### src/rtl/fetch_pkg.sv
// Shared types and constants for the instruction fetch unit.
package fetch_pkg;

  localparam int unsigned INSTR_W = 32;
  localparam logic [INSTR_W-1:0] NOP = 32'h0;

  typedef enum logic [1:0] {
    IDLE    = 2'd0,
    WAIT    = 2'd1,
    DISCARD = 2'd2
  } fetch_state_t;

  // Instructions are word aligned; the low two byte-address bits must be zero.
  function automatic logic pc_aligned(input logic [1:0] pc_lsb);
    return pc_lsb == 2'b00;
  endfunction

endpackage

### src/rtl/fetch_fifo.sv
// Small output FIFO between memory fetch and decode; flush empties it at once.
module fetch_fifo #(
  parameter int unsigned WIDTH = 42,
  parameter int unsigned DEPTH = 2
) (
  input  logic                         clk,
  input  logic                         rst,
  input  logic                         push,
  input  logic [WIDTH-1:0]             wdata,
  input  logic                         pop,
  input  logic                         flush,
  output logic [WIDTH-1:0]             rdata,
  output logic [$clog2(DEPTH+1)-1:0]   count
);

  localparam int unsigned PTR_W = $clog2(DEPTH);
  localparam int unsigned CNT_W = $clog2(DEPTH+1);
  localparam logic [CNT_W-1:0] FULL_CNT = CNT_W'(DEPTH);

  logic [WIDTH-1:0] mem_q [DEPTH];
  logic [PTR_W-1:0] wptr_q, rptr_q;
  logic [CNT_W-1:0] count_q;
  logic             do_push, do_pop;

  // Pop needs data; push needs space unless a pop frees a slot on the same edge.
  always_comb begin
    do_pop  = pop && (count_q != '0);
    do_push = push && ((count_q != FULL_CNT) || do_pop);
  end

  // Storage array; contents only matter while counted, so it carries no reset.
  always_ff @(posedge clk) begin
    if (do_push && !flush) begin
      mem_q[wptr_q] <= wdata;
    end
  end

  // Pointers wrap naturally because DEPTH is a power of two.
  always_ff @(posedge clk) begin
    if (rst || flush) begin
      wptr_q  <= '0;
      rptr_q  <= '0;
      count_q <= '0;
    end else begin
      if (do_push) wptr_q <= wptr_q + 1'b1;
      if (do_pop)  rptr_q <= rptr_q + 1'b1;
      case ({do_push, do_pop})
        2'b10:   count_q <= count_q + 1'b1;
        2'b01:   count_q <= count_q - 1'b1;
        default: count_q <= count_q;
      endcase
    end
  end

  assign rdata = mem_q[rptr_q];
  assign count = count_q;

endmodule

### src/rtl/instr_fetch_unit.sv
// Fetches instruction words for each accepted PC over a req/ack memory port and
// queues {instr, pc} for decode. Flush abandons buffered and in-flight fetches.
module instr_fetch_unit
  import fetch_pkg::*;
#(
  parameter int unsigned PC_W    = 10,
  parameter int unsigned DEPTH   = 2,
  parameter int unsigned TIMEOUT = 15
) (
  input  logic               clk,
  input  logic               rst,
  input  logic [PC_W-1:0]    pc,
  input  logic               pc_valid,
  input  logic               flush,
  output logic               fetch_stall,
  output logic               mem_req,
  output logic [PC_W-3:0]    mem_addr,
  input  logic               mem_ack,
  input  logic [INSTR_W-1:0] mem_rdata,
  output logic [INSTR_W-1:0] instr,
  output logic [PC_W-1:0]    instr_pc,
  output logic               instr_valid,
  input  logic               instr_ready,
  output logic               fetch_err
);

  localparam int unsigned TCNT_W  = $clog2(TIMEOUT+1);
  localparam int unsigned CNT_W   = $clog2(DEPTH+1);
  localparam int unsigned ENTRY_W = INSTR_W + PC_W;
  localparam logic [CNT_W-1:0]  FULL_CNT  = CNT_W'(DEPTH);
  localparam logic [TCNT_W-1:0] TCNT_MAX  = TCNT_W'(TIMEOUT);
  localparam logic [TCNT_W-1:0] TCNT_LAST = TCNT_W'(TIMEOUT - 1);

  fetch_state_t        state_q;
  logic                mem_req_q;
  logic [PC_W-3:0]     mem_addr_q;
  logic [PC_W-1:0]     pc_q;
  logic [TCNT_W-1:0]   tcnt_q;
  logic                err_q;

  logic                accept;
  logic                fifo_push, fifo_pop;
  logic [ENTRY_W-1:0]  fifo_rdata;
  logic [CNT_W-1:0]    fifo_count;

  // Only one fetch is ever outstanding and it is issued from IDLE, so a FIFO that
  // is not full at issue time always has room for the returning word.
  always_comb begin
    fetch_stall = rst || (state_q != IDLE) || (fifo_count == FULL_CNT);
    accept      = pc_valid && !fetch_stall && !flush;
    fifo_push   = (state_q == WAIT) && mem_ack && !flush;
    fifo_pop    = instr_valid && instr_ready;
  end

  // Fetch FSM with registered memory request, address/pc latch, timeout and error.
  always_ff @(posedge clk) begin
    if (rst) begin
      state_q    <= IDLE;
      mem_req_q  <= 1'b0;
      mem_addr_q <= '0;
      pc_q       <= '0;
      tcnt_q     <= '0;
      err_q      <= 1'b0;
    end else begin
      case (state_q)
        IDLE: begin
          if (accept) begin
            if (pc_aligned(pc[1:0])) begin
              mem_req_q  <= 1'b1;
              mem_addr_q <= pc[PC_W-1:2];
              pc_q       <= pc;
              tcnt_q     <= '0;
              state_q    <= WAIT;
            end else begin
              err_q <= 1'b1;
            end
          end
        end
        WAIT, DISCARD: begin
          if (mem_ack) begin
            mem_req_q <= 1'b0;
            tcnt_q    <= '0;
            state_q   <= IDLE;
          end else begin
            // Request stays up until acked even when discarding.
            if (state_q == WAIT && flush) state_q <= DISCARD;
            if (tcnt_q != TCNT_MAX) tcnt_q <= tcnt_q + 1'b1;
            if (tcnt_q == TCNT_LAST) err_q <= 1'b1;
          end
        end
        default: begin
          state_q   <= IDLE;
          mem_req_q <= 1'b0;
        end
      endcase
    end
  end

  fetch_fifo #(
    .WIDTH(ENTRY_W),
    .DEPTH(DEPTH)
  ) u_fifo (
    .clk   (clk),
    .rst   (rst),
    .push  (fifo_push),
    .wdata ({mem_rdata, pc_q}),
    .pop   (fifo_pop),
    .flush (flush),
    .rdata (fifo_rdata),
    .count (fifo_count)
  );

  // Head is presented as NOP/0 while empty so outputs are defined after reset.
  always_comb begin
    instr_valid = (fifo_count != '0);
    instr       = instr_valid ? fifo_rdata[ENTRY_W-1:PC_W] : NOP;
    instr_pc    = instr_valid ? fifo_rdata[PC_W-1:0] : '0;
  end

  assign mem_req   = mem_req_q;
  assign mem_addr  = mem_addr_q;
  assign fetch_err = err_q;

endmodule
### config.mk
export PLATFORM = sky130hd
export DESIGN_NAME = instr_fetch_unit
export DESIGN_NICKNAME = d
export VERILOG_FILES = /design/src/rtl/fetch_pkg.sv /design/src/rtl/fetch_fifo.sv /design/src/rtl/instr_fetch_unit.sv
export SDC_FILE = /design/constraint.sdc
export NUM_CORES = 1
export LEC_CHECK = 0
export ABC_CLOCK_PERIOD_IN_PS = 4540
export BUFFER_PORTS_ARGS = -buffer_cell sky130_fd_sc_hd__buf_4
export CAP_MARGIN = 30
export CORE_UTILIZATION = 53
export DETAILED_ROUTE_END_ITERATION = 8
export PLACE_DENSITY_LB_ADDON = 0.15
export SLEW_MARGIN = 20
export SYNTH_ARGS = -nofsm -noshare
export SYNTH_HDL_FRONTEND = slang
export SYNTH_SLANG_ARGS = --single-unit
### constraint.sdc
create_clock -name clk -period 4.54 [get_ports clk]
set_input_delay 0.227 -clock clk [delete_from_list [all_inputs] [get_ports clk]]
set_output_delay 0.227 -clock clk [all_outputs]
set_load 0.05 [all_outputs]
---- Word level (Yosys, flattened, before mapping) ----
Memories as Yosys holds them, arrays and structs flattened. A register that Yosys moved wholly into a read port is not among the register bits.
Cells that the tools add are included.
operators by class
  reductions and logical operators ........ 27
  $add $sub $neg .......................... 5
  eq/ne operators ......................... 16
  muxes and demuxes ....................... 26
operators by type and width
  cell                   count
  $mux W32               1
  $mux W4                4
  $ne A2 B2 Y1 const B   7
  $mux W1                11
  $mux W10               1
  $logic_and A1 B1 Y1    9
  $reduce_and A3 Y1      3
  $mux W2                4
  $pmux W2 S2            2
  $pmux W4 S2            1
  $reduce_bool A2 Y1     4
  $eq A2 B2 Y1 const B   3
  $ne A3 B3 Y1 const B   2
  $reduce_and A5 Y1      1
  $add A4 B1 Y4 const B  1
  $eq A2 B1 Y1 const B   2
  $eq A4 B4 Y1 const B   1
  $logic_not A2 Y1       2
  $logic_or A1 B1 Y1     4
  $ne A4 B4 Y1 const B   1
  $pmux W1 S2            2
  $reduce_and A4 Y1      1
  $add A1 B1 Y1 const B  2
  $add A2 B1 Y2 const B  1
  3 further kinds        4
storage, ports and cells
  memories kept ........................... 1
  bits of input ports ..................... 48
  bits in registers ....................... 30
  RAM bits ................................ 84
  word-level logic and storage cells ...... 84
  output and inout port bits .............. 54
memories
  memory        depth  width  rd ports  clocked after Yosys merged registers in  wr ports  RTL line          RTL
  u_fifo.mem_q  2      42     1         1                                        1         fetch_fifo.sv:20  logic [WIDTH-1:0] mem_q [DEPTH];

---- Logic depth before layout (Yosys ltp) ----
  word-level depth ........................ 8
  mapped depth ............................ 7
  gate-level depth less buffers ........... 6

---- Cells and area by module ----
From an unflattened synthesis, not the netlist that was laid out.
second synthesis, totals
  cell total of the unflattened synthesis .. 316
  area total of the unflattened synthesis .. 4535.6 um^2
modules (own cells, without submodules)
  module            sequential area each (um^2)  area an instance (um^2)  cells an instance  instances
  fetch_fifo        2622.5                       3280.6                   158                1
  instr_fetch_unit  360.3                        1255.0                   158                1

---- Least setup slack after synthesis ----
No wires, ideal clock.
  path kind ............................... register to register
  start ................................... reg state_q[1]
  end ..................................... mem u_fifo.mem_q[0][0] (enable)
  path buffers ............................ 0
  setup slack ............................. 1.204 ns
  cell stages (with the launch flop) ...... 6
  arrival time ............................ 2.890 ns
  clock period less this slack ............ 3.336 ns
  required time ........................... 4.094 ns
  path through ............................ dfxtp_1 -> inv_1 -> ha_1 -> nand3b_1 -> a21oi_1 -> nor2b_1
on the way
  cells in the longest elaborated chain, start to end .. 7
ends and longest elaborated chain
  item                              RTL line                RTL
  start: declaration                instr_fetch_unit.sv:34  fetch_state_t state_q;
  start signal: assignment          instr_fetch_unit.sv:58  state_q <= IDLE;
  start signal: assignment          instr_fetch_unit.sv:73  state_q <= WAIT;
  start signal: assignment          instr_fetch_unit.sv:83  state_q <= IDLE;
  $eq A2 B1 Y1                      instr_fetch_unit.sv:51  fifo_push = (state_q == WAIT) && mem_ack && !flush;
  $logic_and A1 B1 Y1 (2 in a row)  instr_fetch_unit.sv:51
  $logic_and A1 B1 Y1               fetch_fifo.sv:28        do_push = push && ((count_q != FULL_CNT) || do_pop);
  $logic_and A1 B1 Y1               fetch_fifo.sv:33        if (do_push && !flush) begin
  $mux W1                           fetch_fifo.sv:33
  $mux W1 (implied by the code)     fetch_fifo.sv:34        mem_q[wptr_q] <= wdata;
  end: declaration                  fetch_fifo.sv:20
No other way between the ends.

---- Final worst setup path ----
  start ................................... reg state_q[1]
  end ..................................... mem u_fifo.mem_q[0][29] (enable)
Same word-level chain as after synthesis.

==> metrics.txt <==
outcome finished, final reports clean; simple-gate share of the synthesized area 0.0960; complex-gate fraction of the synthesized area 0.0362; worst min path class in -> reg; CP arrival 2.49 ns; power density over cell area 358 mW/mm^2; WP data required 4.57 ns; ys async rst share 0; crit end category register; Detail Route Antenna Nets 0; Initial Util 0.554; Setup crit end u_fifo.mem_q[0][29]$_DFFE_PP_; dpl hpwl 5160 um; Fmax 406 MHz; P_int 1.48 mW; Max-cap violations 0; Primary FF master, synth edfxtp_1; RR Endpoint u_fifo.mem_q[0][29]$_DFFE_PP_; # setup viols final 0; Clock Path Buffers 2; fin crit period 2.46 ns; clock latency on the worst-skew pair 0.35 ns; drt via density 5.20; Core ar. 0.00781 mm^2; area share of fa/ha/maj cells after synthesis 0.0174; CP startpoint state_q[1]$_SDFFE_PP0P_; GR Overflow Total 0; yosys warns 0; post_cts resized 0; post-CTS setup buffers 0; Mapped Area 0.00433 mm^2; Die Footprint 0.00853 mm^2; Post-DP Area 0.00517 mm^2; drt wl/cell 14.9 um; worst-path cell chain inv_1 > ha_1 > nand3b_1 > a21oi_1 > nor2b_4 > buf_4; total power 1.93 mW; # rows 32; root buf cell clkbuf_8; Total Wirelength 7650 um; nets 460; XOR/XNOR Fraction of Synth Area 0.00810; met2 WL 3900 um; Pre-Repair DR Iteration Count 4; I/O pins 102; main combinational cell family by area after synthesis multiplexers; first-pass GRT wire length 12100 um; # clock sinks 107; post-synthesis mux area share 0.118; # DRC 0; # hold bufs at CTS 0; Setup TNS 0 ns; unrepaired setup endpoints after global routing false; # diodes 0; Port Buffers 101; Worst Max-Slew Pin Slew 0.727 ns; initial antenna violation count 0; R2R cell count 6; leakage power 1.98 nW; Top Metal Used met4; relative slew slack 0.515; R2R setup slack 2.08 ns; clock share of power 0.331; Initial DRC Count 114; gr usage total 0.184; DR vias 2669; critical path class reg -> reg; maximum vdd ir drop 0.247 mV; Final Cycle Share 0.542; syn avg cell area 14.0 um^2; vias in the first global route 2528; RePlAce Congestion 0.822; Hold Slack 0.0500 ns; Comb power frac 0.104; cell class contributing the biggest share of worst-path delay simple AND/OR/NAND/NOR gates; die span in y 92.3 um; Largest stage delay, worst path 0.60 ns; Reg power frac 0.565; Worst Path Buf+Inv 2; Sw Ratio 0.233; H-tree depth 3; Syn Inst Count 310; worst-case clock skew 0.00736 ns; layout cell share with drive strength beyond 1 0.314; Crit Path Max Fanout 22; slowest CP cell nor2b_4; CTS tree yes; Clk pin slew, worst setup/hold paths 0.11 ns; startpoint types register; Area Growth Syn to Fin 24.9%; wire length on met3 299 um; #FFs+latches synth 107; library cells used by synthesis 37; largest net degree at the start of global routing 43; Post-synth EDFFs 84; max-slew violations 0; sequential element share of the synthesized area 0.690; sw power 0.451 mW; horizontal die dimension 92.3 um; Final Hold Viols 0; CTS Buf Count 9; CP Depth 6; R2R Path Start state_q[1]$_SDFFE_PP0P_; Finished Cell Area 0.00540 mm^2; Met1 Wirelength 3370 um; Mapped Nets 364
==> area by class of cell <==
| type | count | area, um^2 |
|---|---|---|
| clock buffers | 9 | 124 |
| flip-flops and latches | 107 | 2980 |
| fillers | 559 | 2400 |
| inverters | 8 | 30.0 |
| well taps | 102 | 128 |
| clock inverters | 7 | 108 |
| multi-input cells | 174 | 1210 |
| repair buffers | 106 | 816 |
==> through the flow <==
| step | cells | worst slack (ns) | utilization |
|---|---|---|---|
| CTS | 513 | 2.06 | 0.692 |
| global placement | 494 | 2.16 | 0.657 |
| finish | 513 | 2.08 | 0.692 |
| floorplan | 310 | 1.20 | - |
| global route | 513 | 1.88 | 0.692 |
| detailed placement | 497 | 2.08 | 0.662 |
==> flip-flops by register name, summed over array words and instances (netlist names), named ones only <==
signal and flops:
u_fifo.wptr_q 1, u_fifo.rptr_q 1, fetch_err 1, u_fifo.count 2
state_q 2, tcnt_q 4, u_fifo.mem_q 84, pc_q 2
mem_req 1, mem_addr 8
==> cell usage in the layout (no fill, tap or decap), types with 2 or more instances in the layout <==
cell type  instances
buf_4            104
edfxtp_1          84
nor2_1            56
mux2i_1           51
dfxtp_1           22
clkbuf_8           9
inv_1              8
a21oi_1            8
nor3_1             7
ha_1               6
nor2b_1            5
nand2_1            5
o21ai_0            5
xnor2_1            3
nand3b_1           2
o41ai_1            2
or4_1              2
nor3b_1            2
inv_8              2
bufinv_16          2
==> how the worst min path moves through the flow <==
stage | depth (start not counted) | start | end | slack, ns
detailed placement | 1 | mem_rdata[26] | u_fifo.mem_q[0][36]$_DFFE_PP_ | 0.42
global route | 1 | mem_rdata[4] | u_fifo.mem_q[1][14]$_DFFE_PP_ | 0.03
finish | 1 | mem_rdata[2] | u_fifo.mem_q[0][12]$_DFFE_PP_ | 0.05
global placement | 1 | mem_rdata[10] | u_fifo.mem_q[0][20]$_DFFE_PP_ | 0.41
CTS | 1 | mem_rdata[2] | u_fifo.mem_q[0][12]$_DFFE_PP_ | 0.04
floorplan | 0 | mem_rdata[0] | u_fifo.mem_q[0][10]$_DFFE_PP_ | 0.33
==> cell usage after synthesis, drive strengths merged, types with 2 or more instances <==
master  count  share of area
edfxtp     84           0.58
xnor2       3         0.0061
nor3        8         0.0093
nor2b       6         0.0087
dfxtp      23           0.11
or4         3         0.0061
o21ai       5         0.0058
ha          6          0.017
nor3b       2         0.0035
inv         8         0.0069
o41ai       2         0.0041
a21oi       8         0.0093
clkbuf      7         0.0061
buf        14          0.022
nor2       57          0.049
mux2i      51           0.12
nand3b      2         0.0035
nand2       5         0.0043
==> layer usage <==
| metal | global-route usage | vias to the layer above |
|---|---|---|
| met5 | 0 | - |
| met4 | 0.0651 | 0 |
| met3 | 0.0320 | 10 |
| met2 | 0.319 | 73 |
| met1 | 0.234 | 1284 |
| li1 | - | 1302 |
==> cells by family after synthesis <==
logic type | Yosys count
simple gates | 90
xor+xnor | 4
fa+ha+maj | 6
mux | 51
flops | 107
buf+inv | 29
compound gates | 23
==> power by group through the flow <==
stage / registers, mW / clock network (mW) / logic [mW]
2_1_floorplan: 1.12 / 0 / 0.115
3_3_place_gp: 1.11 / 0 / 0.194
3_5_place_dp: 1.11 / 0 / 0.200
4_1_cts: 1.09 / 0.653 / 0.201
5_1_grt: 1.09 / 0.690 / 0.217
6_report: 1.09 / 0.639 / 0.201
(Power assumes the default switching activity.)
